==> src/rtl/uart_tx_serializer.sv <==
// uart_tx_serializer
//   Turns each byte accepted on the tx_start/tx_data handshake into an
//   asynchronous serial frame. The frame is a start bit, then DBIT data bits
//   LSB first, then an optional parity bit, then the stop period. Bit timing
//   comes from an external 16x-oversampling baud tick.
//
// Parameters
//   DBIT       data bits per frame (5..8); tx_data bits above DBIT-1 are ignored
//   SB_TICK    s_tick count of the stop period (16 = 1, 24 = 1.5, 32 = 2 stop bits)
//   PARITY_EN  1 inserts a parity bit after the data bits
//   PARITY_ODD 0 = even parity, 1 = odd parity
//
// Ports
//   clk          system clock, rising edge
//   reset        asynchronous reset, active low
//   s_tick       one-clk pulse at 16x baud rate
//   tx_start     one-clk send request, honoured only while idle
//   tx_data      byte to send, captured on the accepted tx_start cycle
//   tx_done_tick one-clk pulse on the edge that completes the stop period
//   tx_busy      high from acceptance until the frame completes
//   tx           serial line, idle high, straight from a flop
module uart_tx_serializer #(
  parameter int DBIT       = 8,
  parameter int SB_TICK    = 16,
  parameter int PARITY_EN  = 0,
  parameter int PARITY_ODD = 0
) (
  input  logic       clk,
  input  logic       reset,
  input  logic       s_tick,
  input  logic       tx_start,
  input  logic [7:0] tx_data,
  output logic       tx_done_tick,
  output logic       tx_busy,
  output logic       tx
);

  localparam int TW = ($clog2(SB_TICK) < 4) ? 4 : $clog2(SB_TICK);
  localparam logic [TW-1:0] TICK_LAST = TW'(15);
  localparam logic [TW-1:0] STOP_LAST = TW'(SB_TICK - 1);
  localparam logic [2:0]    BIT_LAST  = 3'(DBIT - 1);
  localparam logic [7:0]    DMASK     = 8'hFF >> (8 - DBIT);
  localparam logic          ODD       = (PARITY_ODD != 0);

  typedef enum logic [2:0] {IDLE, START, DATA, PARITY, STOP} state_t;

  state_t        state_q, state_d;
  logic [TW-1:0] tick_q, tick_d;
  logic [2:0]    bit_q, bit_d;
  logic [7:0]    shreg_q, shreg_d;
  logic          par_q, par_d;
  logic          tx_q, tx_d;
  logic          busy_q, busy_d;
  logic          done_q, done_d;

  always_ff @(posedge clk or negedge reset) begin
    if (!reset) begin
      state_q <= IDLE;
      tick_q  <= '0;
      bit_q   <= '0;
      shreg_q <= '0;
      par_q   <= 1'b0;
      tx_q    <= 1'b1;
      busy_q  <= 1'b0;
      done_q  <= 1'b0;
    end else begin
      state_q <= state_d;
      tick_q  <= tick_d;
      bit_q   <= bit_d;
      shreg_q <= shreg_d;
      par_q   <= par_d;
      tx_q    <= tx_d;
      busy_q  <= busy_d;
      done_q  <= done_d;
    end
  end

  // tx_d is the line level for the state being entered. This keeps tx a pure
  // flop output with no decode glitches.
  always_comb begin
    state_d = state_q;
    tick_d  = tick_q;
    bit_d   = bit_q;
    shreg_d = shreg_q;
    par_d   = par_q;
    tx_d    = tx_q;
    busy_d  = busy_q;
    done_d  = 1'b0;
    case (state_q)
      IDLE: begin
        tx_d   = 1'b1;
        busy_d = 1'b0;
        if (tx_start) begin
          // Parity is fixed at capture, so later tx_data changes cannot affect it.
          shreg_d = tx_data & DMASK;
          par_d   = (^(tx_data & DMASK)) ^ ODD;
          tick_d  = '0;
          bit_d   = '0;
          tx_d    = 1'b0;
          busy_d  = 1'b1;
          state_d = START;
        end
      end
      START: begin
        if (s_tick) begin
          if (tick_q == TICK_LAST) begin
            tick_d  = '0;
            bit_d   = '0;
            tx_d    = shreg_q[0];
            state_d = DATA;
          end else begin
            tick_d = tick_q + TW'(1);
          end
        end
      end
      DATA: begin
        if (s_tick) begin
          if (tick_q == TICK_LAST) begin
            tick_d  = '0;
            shreg_d = shreg_q >> 1;
            bit_d   = bit_q + 3'd1;
            if (bit_q == BIT_LAST) begin
              if (PARITY_EN != 0) begin
                tx_d    = par_q;
                state_d = PARITY;
              end else begin
                tx_d    = 1'b1;
                state_d = STOP;
              end
            end else begin
              tx_d = shreg_q[1];
            end
          end else begin
            tick_d = tick_q + TW'(1);
          end
        end
      end
      PARITY: begin
        if (s_tick) begin
          if (tick_q == TICK_LAST) begin
            tick_d  = '0;
            tx_d    = 1'b1;
            state_d = STOP;
          end else begin
            tick_d = tick_q + TW'(1);
          end
        end
      end
      STOP: begin
        if (s_tick) begin
          if (tick_q == STOP_LAST) begin
            tick_d  = '0;
            tx_d    = 1'b1;
            busy_d  = 1'b0;
            done_d  = 1'b1;
            state_d = IDLE;
          end else begin
            tick_d = tick_q + TW'(1);
          end
        end
      end
      default: begin
        tx_d    = 1'b1;
        busy_d  = 1'b0;
        state_d = IDLE;
      end
    endcase
  end

  assign tx           = tx_q;
  assign tx_busy      = busy_q;
  assign tx_done_tick = done_q;

endmodule

==> config.mk <==
export PLATFORM = sky130hd
export DESIGN_NAME = uart_tx_serializer
export DESIGN_NICKNAME = d
export VERILOG_FILES = /design/src/rtl/uart_tx_serializer.sv
export SDC_FILE = /design/constraint.sdc
export NUM_CORES = 1
export LEC_CHECK = 0
export BUFFER_PORTS_ARGS = -buffer_cell sky130_fd_sc_hd__buf_2
export CAP_MARGIN = 10
export CORE_UTILIZATION = 35
export CTS_CLUSTER_DIAMETER = 50
export DETAILED_ROUTE_END_ITERATION = 6
export PLACE_DENSITY = 0.53
export SLEW_MARGIN = 20
export SYNTH_ARGS = -nofsm -noshare
export SYNTH_HDL_FRONTEND = slang
export SYNTH_SLANG_ARGS = --single-unit
==> constraint.sdc <==
create_clock -name clk -period 2.06 [get_ports clk]
set_input_delay 0.103 -clock clk [delete_from_list [all_inputs] [get_ports clk]]
set_output_delay 0.103 -clock clk [all_outputs]
set_load 0.03 [all_outputs]
==> impl_metrics.py, run 1 <==
metrics = {
    "timing": {
        "final.period_utilization_pct": 83.61,
        "hold_viol": 0,
        "period_needed_ps": 1722,
        "fin_skew_ps": 7.792,
        "setup-tns-final_ps": 0,
        "grt_setup_unrepaired": "false",
        "worstMarginPinSlew_ps": 492.9,
        "fmax_mhz": 580.6,
        "slew_viol_final": 0,
        "final-setup-viol-count": 0,
        "whs_ps": 10.42,
        "slew_headroom_pct": 67.14,
        "setup_ws_ps": 337.7,
    },
    "cts": {
        "cts_sinks": 21,
        "tritoncts": "built",
        "cts.clk_slew.worst_paths_ps": 130,
        "clk_path_buf_depth": 2,
        "root_buffer": "clkbuf_4",
        "clkLatencyLatePin_ps": 320,
        "cts_setup_buffers": 0,
        "htreeDepth": 1,
        "cts_buffers": 3,
    },
    "power": {
        "p_switching_uw": 763.1,
        "seq_power_share_pct": 41.7,
        "p_clk_share_pct": 11.9,
        "p_comb_share_pct": 46.5,
        "ir_worst_vdd_v": 0.0005375,
        "total_leakage_power_nw": 0.5471,
        "power.density_nw_per_um2": 1288,
        "p_int_mw": 1.024,
        "sw_frac_of_total_pct": 42.70,
    },
    "logic_synthesis": {
        "ys_warn_count": 0,
        "synth_cell_type_count": 44,
        "synth_area_um2": 1246,
        "async_reset_ff_share_pct": 100.0,
        "syn_nets": 139,
        "synth_seq_cells": 21,
        "syn_inst": 124,
        "synth_ff_type": "dfrtp_1",
        "synth-edff-count": 0,
        "ys_seq_area_share_pct": 42.27,
        "synth.avg_cell_area_um2": 10.05,
    },
    "setup_path": {
        "rr_worst_depth": 5,
        "cpPeakStageDelay_ps": 480,
        "crit_path_start_kind": "flop",
        "crit_type": "reg -> reg",
        "cp_max_fo": 10,
        "worstPathArrival_ps": 1950,
        "cp.depth": 5,
        "critPathSlowestCell": "dfrtp_1",
        "critPathTopFamily": "flip-flops",
        "worst-path-buf-inv": 1,
        "required_ps": 2280,
        "crit_chain": "ha_1 > nand4_2 > buf_4 > o32a_1 > o21a_1",
        "end_kind": "flop",
    },
    "status": {
        "status": "finished clean",
    },
    "layout": {
        "drive_gt1_share_pct": 19.57,
        "nets": 154,
        "n_antenna_cell": 0,
        "syn2layout_area_growth_pct": 11.35,
        "finalNonFillerCells": 184,
        "post-route-util_pct": 41.26,
    },
    "grt": {
        "grt_pass1_vias": 997,
        "overflow": 0,
        "grt_use_total_pct": 16.84,
        "grt_max_degree": 22,
        "antenna_found_initial": 0,
        "grt_pass1_wl_mm": 4.629,
    },
    "floorplan": {
        "die_area_um2": 3803,
        "io_pins": 15,
        "rows": 21,
        "core_area_um2": 3363,
        "die_h_um": 61.67,
        "die_w_um": 61.67,
        "start_util_pct": 37.05,
    },
    "job": {
        "drv_cap": 0,
    },
    "placement": {
        "port_buffers": 14,
        "dpl.cell_count": 179,
        "gp_congestion": 0.7555,
        "dp_slack_ps": 383.5,
        "hpwl_mm": 1.933,
    },
    "route": {
        "drtPass1Iterations": 4,
        "routed_wl_mm": 2.788,
        "route.vias.total": 1082,
        "postRouteAntennaNets": 0,
        "wl_per_cell_um": 15.15,
        "viasPerCell": 5.880,
        "drc": 0,
        "drtIter0Drc": 45,
    },
    "worst_hold_path": {
        "worstHoldPathCells": 3,
        "hold_class": "in -> reg",
    },
}
-- worst register-to-register path: stages (launching register included) --
cell and delay (ps):
dfrtp_1 480, ha_1 300, nand4_2 170, buf_4 230, o32a_1 340, o21a_1 110
-- power groups by stage --
stage | logic (mW) | registers [mW] | clock network, mW
after floorplan | 0.619 | 0.750 | 0
after global placement | 0.831 | 0.744 | 0
after detailed placement | 0.821 | 0.750 | 0
after CTS | 0.826 | 0.741 | 0.222
after global routing | 0.923 | 0.767 | 0.235
final | 0.830 | 0.744 | 0.212
-- stage by stage --
stage	total power, mW	area (um^2)
final	1.787	1388
after detailed placement	1.571	1351
after global routing	1.925	1388
after floorplan	1.369	1246
after CTS	1.789	1388
after global placement	1.574	1351
-- cells in the mapped netlist (all sizes together) (2+ instances only) --
cell	number	area, um^2
nor3	5	25.02
o21ai	8	51.30
dfrtp	20	500.5
nand4	2	18.77
inv	4	15.01
buf	9	56.30
or4b	2	20.02
a32oi	2	17.52
nand3	2	10.01
o2bb2ai	3	26.28
a21oi	5	25.02
o32a	7	70.07
nor4	2	12.51
or3b	2	17.52
nor2b	2	12.51
o21a	8	60.06
o221ai	2	17.52
ha	3	37.54
nand2	4	15.01
o211ai	2	15.01
nor2	8	30.03
a31oi	4	25.02
-- repair_timing --
item                                    in CTS  in global routing
resized for setup                            0                  0
hold endpoints to repair                    20                  0
hold buffers                                 1                  0
endpoints found under the setup margin       0                  0
-- metal layers --
| layer | global-route usage [%] | up-vias | part of all wire (%) | wire (um) |
|---|---|---|---|---|
| met3 | 2.101 | 7 | 4.9 | 138 |
| met1 | 22.80 | 512 | 49 | 1361 |
| met4 | 8.254 | 0 | 2.0 | 57 |
| li1 | - | 520 | - | - |
| met2 | 26.57 | 43 | 44 | 1230 |
| met5 | 0 | - | 0 | 0 |
-- cell families after synthesis --
family / synth area share [%]
DFF: 42.27
AOI/OAI and AO/OA: 29.42
and+or+nand+nor: 19.28
buffers and inverters: 6.023
adders and majority gates: 3.012
-- sequential cells by signal (all words and copies together) (netlist names) --
register and flops:
state_q 3, tick_q 4, tx_done_tick 1, tx 1
bit_q 3, tx_busy 1, shreg_q 8
-- cell usage in the layout, fill, tap and decap left out, types with 2 or more instances in the layout --
cell type,instances
nor3_1,5
inv_1,4
o221ai_1,2
a32oi_1,2
o2bb2ai_1,3
or3b_1,2
nand3_1,2
nor4_1,2
o211ai_1,2
clkbuf_4,3
o32a_1,7
a21oi_1,5
nor2b_1,2
ha_1,3
or4b_1,2
o21ai_1,7
nand2_1,4
buf_2,14
a31oi_1,4
o21a_1,8
nor2_1,8
buf_4,5
dfrtp_1,20
-- final timing paths --
kind                            startpoint    endpoint  slack, ps
worst min register to register  shreg_q[3]  shreg_q[3]        510
worst max register to register   tick_q[0]  shreg_q[6]        340
worst max-delay path             tick_q[0]  shreg_q[6]        340
worst min-delay path            tx_data[7]  shreg_q[7]         10
min in group asynchronous            reset   tick_q[3]        260
max in group asynchronous            reset          tx       1440
-- cell type report --
class | count | area (um^2)
clock buffers | 4 | 26.28
multi-input cells | 89 | 644.4
well taps | 46 | 57.56
repair buffers | 20 | 117.6
inverters | 4 | 15.01
fillers | 366 | 1976
flip-flops and latches | 21 | 526.8
Power figures use the tool's default switching activity.
==> run 2, diff against run 1 <==
Settings changed: PLACE_DENSITY 0.53 to 0.54.
Clock period 2.06 ns to 1.42 ns, I/O delays scaled along.
==> run 2 against run 1 <==
Wire length grew 5.6%. Global-route usage grew 0.92 points. Fmax grew 15%. The flow now finishes with violations (negative setup slack). Register-to-register slack lost 410 ps. Clock power grew 39%. Critical path type unchanged. Largest power group unchanged. Critical endpoint is now shreg_q[0]. Core utilization grew 6.4 points. Worst setup slack lost 410 ps. Sequential share of layout area shrank 4.9 points. Sequential power grew 44%. Die area is the same.
==> impl_metrics.py, run 2 (same netlist as run 1, synthesis figures left out) <==
metrics = {
    "route": {
        "drtPass1Iterations": 4,
        "viasPerCell": 5.577,
        "drtIter0Drc": 56,
        "postRouteAntennaNets": 0,
        "routed_wl_mm": 2.943,
        "route.vias.total": 1121,
        "wl_per_cell_um": 14.64,
        "drc": 0,
    },
    "layout": {
        "top_register": "shreg_q",
        "nets": 171,
        "drive_gt1_share_pct": 34.19,
        "largest_register_ff_count": 8,
        "biggestRegsByFlops": "shreg_q (8), tick_q (4)",
        "mostFrequentLayoutCells": "dfrtp_1, buf_4, buf_2",
        "syn2layout_area_growth_pct": 28.72,
        "mostFrequentLayoutCell": "dfrtp_1",
        "n_antenna_cell": 0,
        "finalNonFillerCells": 201,
    },
    "worst_hold_path": {
        "hold_class": "in -> reg",
        "worstHoldPathCells": 3,
    },
    "setup_path": {
        "crit_path_start_kind": "flop",
        "cp_max_fo": 5,
        "worstPathArrival_ps": 1690,
        "end_kind": "flop",
        "crit_type": "reg -> reg",
        "required_ps": 1620,
        "rr_worst_depth": 4,
    },
    "cts": {
        "clkLatencyLatePin_ps": 310,
        "cts_sinks": 21,
        "clk_path_buf_depth": 2,
        "cts.clk_slew.worst_paths_ps": 120,
        "root_buffer": "clkbuf_4",
        "htreeDepth": 1,
        "tritoncts": "built",
        "cts_buffers": 3,
    },
    "timing": {
        "fmax_mhz": 669.6,
        "setup-tns-final_ps": -548.2,
        "final-setup-viol-count": 9,
        "hold_viol": 0,
        "slew_viol_final": 0,
        "worstMarginPinSlew_ps": 489.0,
        "fin_skew_ps": 10.25,
        "period_needed_ps": 1494,
        "whs_ps": 95.82,
        "grt_setup_unrepaired": "true",
        "final.period_utilization_pct": 105.2,
        "slew_headroom_pct": 67.40,
        "setup_ws_ps": -73.53,
    },
    "power": {
        "ir_worst_vdd_v": 0.0007435,
        "total_leakage_power_nw": 0.6466,
        "power.density_nw_per_um2": 1871,
    },
    "grt": {
        "grt_use_total_pct": 17.76,
        "grt_pass1_vias": 1120,
        "grt_max_degree": 23,
        "grt_pass1_wl_mm": 4.974,
        "antenna_found_initial": 0,
        "overflow": 0,
    },
    "placement": {
        "hpwl_mm": 2.115,
        "gp_congestion": 0.8161,
        "dpl.cell_count": 193,
        "port_buffers": 14,
    },
    "floorplan": {
        "die_area_um2": 3803,
        "io_pins": 15,
        "die_w_um": 61.67,
        "start_util_pct": 37.05,
        "die_h_um": 61.67,
        "rows": 21,
        "core_area_um2": 3363,
    },
    "status": {
        "violations": "negative setup slack",
        "status": "complete, but fails checks",
    },
    "job": {
        "drv_cap": 0,
    },
}
run 2: changes by cell type in the layout (fill, tap and decap cells not counted), moves of 3 or more:
cell / delta
buf_4: +11
buf_6: +4
dfrtp_1: -3
dfrtp_2: +3
run 2: layer usage:
metal	part of all wire, %	GRT usage, %
met3	4.7	2.311
met5	0	0
met4	0.95	5.714
met1	46	23.41
met2	48	30.11
run 2: stage by stage:
step                      setup WS, ps  power, mW  util [%]  cell area, um^2
after floorplan                 -15.13      2.048         -             1275
after global placement          -65.97      2.535     44.35             1491
after detailed placement        -88.55      2.575     44.35             1491
after CTS                       -76.17      2.903     45.91             1544
after global routing            -126.2      3.255     47.69             1604
final                           -73.53      3.001     47.69             1604
run 2: layout make-up:
class                           count  area [um^2]
Fill cell                         351         1759
Multi-Input combinational cell     89        699.4
Inverter                            4        15.01
Clock buffer                        4        26.28
Tap cell                           46        57.56
Timing Repair Buffer               37        275.3
Sequential cell                    21        530.5
run 2: power by group:
part | leakage (nW) | switching, mW | internal [mW]
Combinational | 0.384 | 0.805 | 0.832
Sequential | 0.248 | 0.212 | 0.856
Clock | 0.0150 | 0.185 | 0.109
run 2: critical path, cell delays in order (launching register included):
cell and delay [ps]:
dfrtp_1 440, or4b_4 570, buf_6 140, o32a_1 140, o21a_1 100
run 2: path summary, 6_finish.rpt:
check | end | slack, ps | start
worst max-delay path | shreg_q[0] | -70 | state_q[2]
worst min-delay path | shreg_q[5] | 100 | tx_data[5]
worst max register to register | shreg_q[0] | -70 | state_q[2]
worst min register to register | shreg_q[4] | 510 | shreg_q[4]
max in group asynchronous | tx | 800 | reset
min in group asynchronous | tick_q[1] | 260 | reset
run 2: what timing repair did:
item | 4_1_cts | 5_1_grt
gates resized for setup | 2 | 12
hold endpoints to repair | 21 | 0
buffers inserted | 0 | 2
hold buffers | 2 | 0
gates cloned | 0 | 1
pin swaps | 0 | 4
endpoints found under the setup margin | 9 | 19
